**src/rtl/register_file.sv**
```systemverilog
// MIPS general-purpose register file: one synchronous write port, two
// combinational read ports, hardwired zero register, programmable SP/GP
// reset values and optional same-cycle write-to-read forwarding.
module register_file #(
    parameter int unsigned WORD_LENGTH = 32,
    parameter int unsigned ADDR_WIDTH  = 5,
    parameter int unsigned DEPTH       = 2 ** ADDR_WIDTH,
    parameter int unsigned SP_INDEX    = 29,
    parameter logic [31:0] SP_RESET    = 32'h1001_03FC,
    parameter int unsigned GP_INDEX    = 28,
    parameter logic [31:0] GP_RESET    = 32'h1000_8000,
    parameter bit          BYPASS      = 1'b1
) (
    input  logic                   clk,
    input  logic                   reset,
    input  logic                   Reg_Write,
    input  logic [ADDR_WIDTH-1:0]  Write_Register,
    input  logic [WORD_LENGTH-1:0] Write_Data,
    input  logic [ADDR_WIDTH-1:0]  Read_Register1,
    input  logic [ADDR_WIDTH-1:0]  Read_Register2,
    output logic [WORD_LENGTH-1:0] Read_Data1,
    output logic [WORD_LENGTH-1:0] Read_Data2
);

    // Reset values truncated (or zero-extended) to the word width.
    localparam logic [WORD_LENGTH-1:0] SpResetVal = WORD_LENGTH'(SP_RESET);
    localparam logic [WORD_LENGTH-1:0] GpResetVal = WORD_LENGTH'(GP_RESET);

    // Register 0 has no storage: the bank starts at index 1. Out-of-range
    // SP/GP indices simply never match any stored register.
    logic [WORD_LENGTH-1:0] regs_q [1:DEPTH-1];

    logic [ADDR_WIDTH-1:0]  rd_addr [2];
    logic [WORD_LENGTH-1:0] rd_data [2];
    logic                   bypass_en;

    function automatic logic [WORD_LENGTH-1:0] reset_value(input int unsigned idx);
        if (idx == SP_INDEX) begin
            return SpResetVal;
        end else if (idx == GP_INDEX) begin
            return GpResetVal;
        end else begin
            return '0;
        end
    endfunction

    assign rd_addr[0] = Read_Register1;
    assign rd_addr[1] = Read_Register2;

    // Forwarding is disabled while reset is high so reads show stored contents.
    assign bypass_en = BYPASS && Reg_Write && !reset;

    // Storage update: reset wins over a write presented on the same edge;
    // writes to address 0 or beyond DEPTH match no register and are dropped.
    always_ff @(posedge clk) begin
        for (int i = 1; i < int'(DEPTH); i++) begin
            if (reset) begin
                regs_q[i] <= reset_value(i);
            end else if (Reg_Write && (Write_Register == ADDR_WIDTH'(i))) begin
                regs_q[i] <= Write_Data;
            end
        end
    end

    // Read decode per port: unmatched addresses (0 or >= DEPTH) return zero.
    always_comb begin
        for (int p = 0; p < 2; p++) begin
            rd_data[p] = '0;
            for (int i = 1; i < int'(DEPTH); i++) begin
                if (rd_addr[p] == ADDR_WIDTH'(i)) begin
                    if (bypass_en && (Write_Register == ADDR_WIDTH'(i))) begin
                        rd_data[p] = Write_Data;
                    end else begin
                        rd_data[p] = regs_q[i];
                    end
                end
            end
        end
    end

    assign Read_Data1 = rd_data[0];
    assign Read_Data2 = rd_data[1];

endmodule

```
**config.mk**
```make
export PLATFORM = sky130hd
export DESIGN_NAME = register_file
export DESIGN_NICKNAME = d
export VERILOG_FILES = /design/src/rtl/register_file.sv
export SDC_FILE = /design/constraint.sdc
export NUM_CORES = 2
export LEC_CHECK = 0
export ABC_CLOCK_PERIOD_IN_PS = 7600
export CAP_MARGIN = 10
export CORE_UTILIZATION = 45
export DETAILED_ROUTE_END_ITERATION = 10
export PLACE_DENSITY = 0.64
export SETUP_SLACK_MARGIN = 0.5
export SLEW_MARGIN = 30
export SYNTH_ARGS = -nofsm -noshare
export SYNTH_HDL_FRONTEND = slang
export SYNTH_SLANG_ARGS = --single-unit
```
**constraint.sdc**
```tcl
create_clock -name clk -period 7.6 [get_ports clk]
set_input_delay 2.28 -clock clk [delete_from_list [all_inputs] [get_ports clk]]
set_output_delay 2.28 -clock clk [all_outputs]
set_load 0.02 [all_outputs]
```
======== After elaboration in Yosys (flattened, before gate mapping) ========
Memory sizes are Yosys's and may differ from the RTL's.
Index checks and enable logic that the tools add are counted.
W data, S select, Z words.
storage, ports and cells
  register bits after elaboration ......... 0
  RAM bits ................................ 992
  bits of input ports ..................... 50
  logic and storage cells ................. 411
  memories ................................ 1
cells by class
  eq/ne operators ......................... 93
  muxes and demuxes ....................... 222
  bitwise logic cells ..................... 31
  reductions and logical operators ........ 64
memory list
  memory  words  width  read ports  clocked after Yosys merged registers in  write ports  line  text
  regs_q  31     32     31          0                                        31           31    logic [WORD_LENGTH-1:0] regs_q [1:DEPTH-1];
operator list
  cell                  number
  $mux W32              127
  $eq A5 B5 Y1 const B  48
  $eq A5 B4 Y1 const B  24
  $mux W1               95
  $logic_and A1 B1 Y1   63
  $eq A5 B3 Y1 const B  12
  $or A1 B1 Y1          31
  $eq A5 B2 Y1 const B  6
  $eq A5 B1 Y1 const B  3
  $logic_not A1 Y1      1

======== Longest topological paths before layout ========
  depth after elaboration ................. 35
  gate-level depth with buffers ........... 13

======== Worst setup path before layout ========
OpenSTA, ideal clock, no wires.
  path kind ............................... input to output
  start point ............................. in reset
  end point ............................... out Read_Data2[7]
  data arrival time ....................... 4691 ps
  slack ................................... 629 ps
  cell stages on the path ................. 11
  buffers on the path ..................... 4
  cell sequence ........................... buf_4 > nor3b_4 > buf_6 > clkbuf_1 > clkbuf_1 > and3_1 > a21oi_1 > a211oi_1 > o41ai_1 > a31o_1 > a222oi_1
between the ends
  longest elaborated chain between the ends .. 35
ends and longest elaborated chain
  element                  line  text
  start: declaration       15    input logic reset,
  $logic_not A1 Y1 (*)     51    assign bypass_en = BYPASS && Reg_Write && !reset;
  $logic_and A1 B1 Y1 (*)  51
  $logic_and A1 B1 Y1      71    if (bypass_en && (Write_Register == ADDR_WIDTH'(i))) begin
  $mux W32                 71
  $mux W32 (30 in series)  70    if (rd_addr[p] == ADDR_WIDTH'(i)) begin
  $mux W32 (*)             70
  end: declaration         22    output logic [WORD_LENGTH-1:0] Read_Data2
Mark *: on every way between the ends. The rest lies on a longest branch, timed or not.

======== Worst setup path after layout ========
  start point ............................. in Reg_Write
  end point ............................... out Read_Data2[8]
between the ends
  longest elaborated chain between the ends .. 34
ends and longest elaborated chain
  element                  line  text
  start: declaration       16    input logic Reg_Write,
  $logic_and A1 B1 Y1 (*)  51
  $logic_and A1 B1 Y1      71
  $mux W32                 71
  $mux W32 (30 in series)  70
  $mux W32 (*)             70
Marked as above.

==> reports/results.ini <==
[status]
status = complete, but fails checks
violations = negative setup slack

[cells_and_area]
nNetsFinal = 7704
top_register = regs_q
reg_top3 = regs_q (992)
fin_cells = 9487
fin_area_sq_mm = 0.08509
final_layout_size_suffix_gt1_share_pct = 36.15
synthToLayoutAreaGrowth_pct = 45.92
largest_reg_flops = 992

[global_route]
grt_overflow_total = 0
grt_max_degree = 88
antenna_found_initial = 15
grt_util_met1_pct = 63.74
grtUsageMet3_pct = 14.55
top_usage_layer = met2
grt_use_met2_pct = 67.83
grt_pass1_vias = 62410
grt.total_usage_pct = 48.46
grt_pass1_wl_microns = 455900

[clocking]
cts_made_buffers = 115
cts_root_buf = clkbuf_16
cts_tree = yes
cts-hold-fix-buffers = 0
cts_max_level = 3
max-clock-path-buffers = 3
cts.sinks = 992
clk_pin_slew_ns = 0.06

[worst_setup_path]
critPathMaxFanout = 8
critPathLaunchType = input pin
worst_ep_arrival_time_ns = 5.41
endpoint_kind = output pin
setup.worst_path.end = Read_Data2[8]
crit_start = Reg_Write
required_ns = 5.32
crit_type = input pin to output pin

[floorplanning]
core_area_sq_mm = 0.1280
die_area_sq_mm = 0.1310
ios = 114
die_w_microns = 362.0
fp.dieH_microns = 362.0
start_util_pct = 45.55
row_count = 131

[place]
place_area_sq_mm = 0.07511
dp_hpwl_microns = 237200
gp_congestion = 1.059
preCtsSetupSlack_ns = -1.325
dp_cells = 9108
port_buffers = 113

[pwr]
power_density_mw_per_mm2 = 179.6
p_sw_share_pct = 28.78
p_int_mw = 10.88
p_clk_share_pct = 39.2
ir_drop_uv = 237.4
p_total_mw = 15.28
p_leak_nw = 36.91
pwr-share-comb_pct = 18.8
switchingPower_mw = 4.399
seq_power_share_pct = 42.0

[hold_path]
holdPathStages = 4
hold_path_class = input pin to register

[sta]
setup_ws_ns = -0.08590
timing.fmax_ghz = 0.1301
relSlewSlack_pct = 29.08
finalHoldViolations = 0
drv_slew = 0
rsz0062_at_grt = true
worst-slew-pin-transition_ns = 1.061
fin_crit_sh_pct = 101.1
setup_viol = 5
fin_crit_ns = 7.686
fin_hold_ws_ns = 2.168

[synthesis]
synth_seq_cells = 992
synth_ff_type = edfxtp_1
yosysWarnings = 0
syn-num-nets = 6169
synthesis.area_sq_mm = 0.05831
synth_seq_area_share_pct = 51.08
avgSynthCellArea_sq_um = 9.530
ys_types = 90
synth_cells = 6119
async_reset_ff_share_pct = 0
synth_edf_count = 992

[detailed_routing]
drc_errors = 0
vias_per_cell = 6.996
final_antenna_net_count = 0
firstDrtPassIters = 7
wl_per_cell_microns = 35.07
drt_iter0_markers = 10900
drt_wl_total_microns = 332700
vias = 66370

[flow_run]
cap_viol_max_count = 0

==> power by group through the flow <==
stage	combinational, mW	sequential (mW)	clock (mW)
6_report	2.87	6.43	5.98
4_1_cts	2.59	6.41	5.95
3_5_place_dp	2.47	6.52	0
5_1_grt	2.90	6.45	6.13
3_3_place_gp	2.45	6.51	0
2_1_floorplan	0.973	6.49	0
==> per-layer routing <==
layer | routed length (microns) | part of all wire (%)
met1 | 121400 | 36
met2 | 133800 | 40
met3 | 48460 | 15
met4 | 28940 | 8.7
met5 | 122 | 0.037
==> synthesized netlist by cell type, types with 42 or more instances <==
| library cell | number | area [sq um] |
|---|---|---|
| and3_1 | 804 | 5030 |
| o22ai_1 | 317 | 1983 |
| o21ai_0 | 201 | 1006 |
| mux2i_1 | 58 | 580.6 |
| clkbuf_1 | 567 | 2128 |
| nand3_1 | 181 | 905.9 |
| o221ai_1 | 68 | 595.6 |
| a221o_1 | 56 | 560.5 |
| a211oi_1 | 49 | 367.9 |
| a21oi_1 | 989 | 4950 |
| edfxtp_1 | 992 | 29790 |
| buf_2 | 54 | 270.3 |
| inv_1 | 126 | 473.0 |
| nor2_1 | 281 | 1055 |
| and2_1 | 42 | 262.8 |
| a31oi_1 | 70 | 437.9 |
| a22oi_1 | 124 | 930.9 |
| a21o_1 | 102 | 765.7 |
| nor3_1 | 101 | 505.5 |
| nand2_1 | 425 | 1595 |
==> placed cells by master (no fill, tap or decap), types with 52 or more instances in the layout <==
cell type,n
a21oi_2,133
buf_6,111
a21oi_1,836
nand2_1,381
nor2_1,237
a22oi_1,114
buf_4,1623
clkbuf_16,132
nor3_1,81
o221ai_1,57
nand3_1,167
mux2i_1,52
o21ai_0,158
o22ai_1,299
a221o_1,56
inv_1,126
and3_1,784
edfxtp_1,992
buf_12,211
a21o_1,97
==> final cells by class <==
| type | instances | area (sq um) |
|---|---|---|
| diodes | 7 | 17.52 |
| clock buffers | 132 | 2963 |
| clock inverters | 82 | 960.9 |
| fillers | 10240 | 42920 |
| inverters | 129 | 484.2 |
| multi-input cells | 4351 | 29190 |
| flip-flops and latches | 992 | 29790 |
| well taps | 1729 | 2163 |
| repair buffers | 2065 | 19530 |
==> worst min path at each step <==
stage	startpoint	end	slack, ns
floorplan	Write_Data[26]	regs_q[0][186]	2.53
global placement	Write_Data[28]	regs_q[0][92]	2.92
detailed placement	Write_Data[28]	regs_q[0][92]	2.95
CTS	Write_Register[1]	regs_q[0][43]	2.13
global route	Write_Register[2]	regs_q[0][43]	2.18
finish	Write_Register[2]	regs_q[0][43]	2.17
==> stage by stage <==
step                      setup TNS (ns)  utilization (%)
final                            -0.1709            66.47
after global routing            -0.08424            66.47
after CTS                              0            63.94
after detailed placement          -53.03            58.68
after global placement            -53.16            58.65
after floorplan                        0                -
==> cell families after synthesis <==
kind of cell,after synthesis,synth area share (%)
multiplexers,70,1.247
AO/OA/AOI/OAI,2237,23.67
AND/OR/NAND/NOR,2044,18.80
buffers and inverters,776,5.201
flip-flops,992,51.08
==> timing repair <==
action / CTS / global route
gates resized for setup: 629 / 575
setup buffers: 58 / 71
gates cloned: 15 / 14
endpoints found under the setup margin: 64 / 64
pin swaps: 70 / 145
==> critical path, stage by stage <==
cell      delay (ns)
buf_4           0.12
buf_6           0.11
nor3b_4         0.26
buf_12          0.19
buf_12          0.16
nand2_8         0.09
buf_6           0.16
a21o_1          0.20
a22o_1          0.21
or4_4           0.43
a31oi_4         0.20
a221oi_2        0.08
nand4b_1        0.46
buf_4           0.28
buf_2           0.15
No activity file was read; power rests on OpenSTA's default activity.
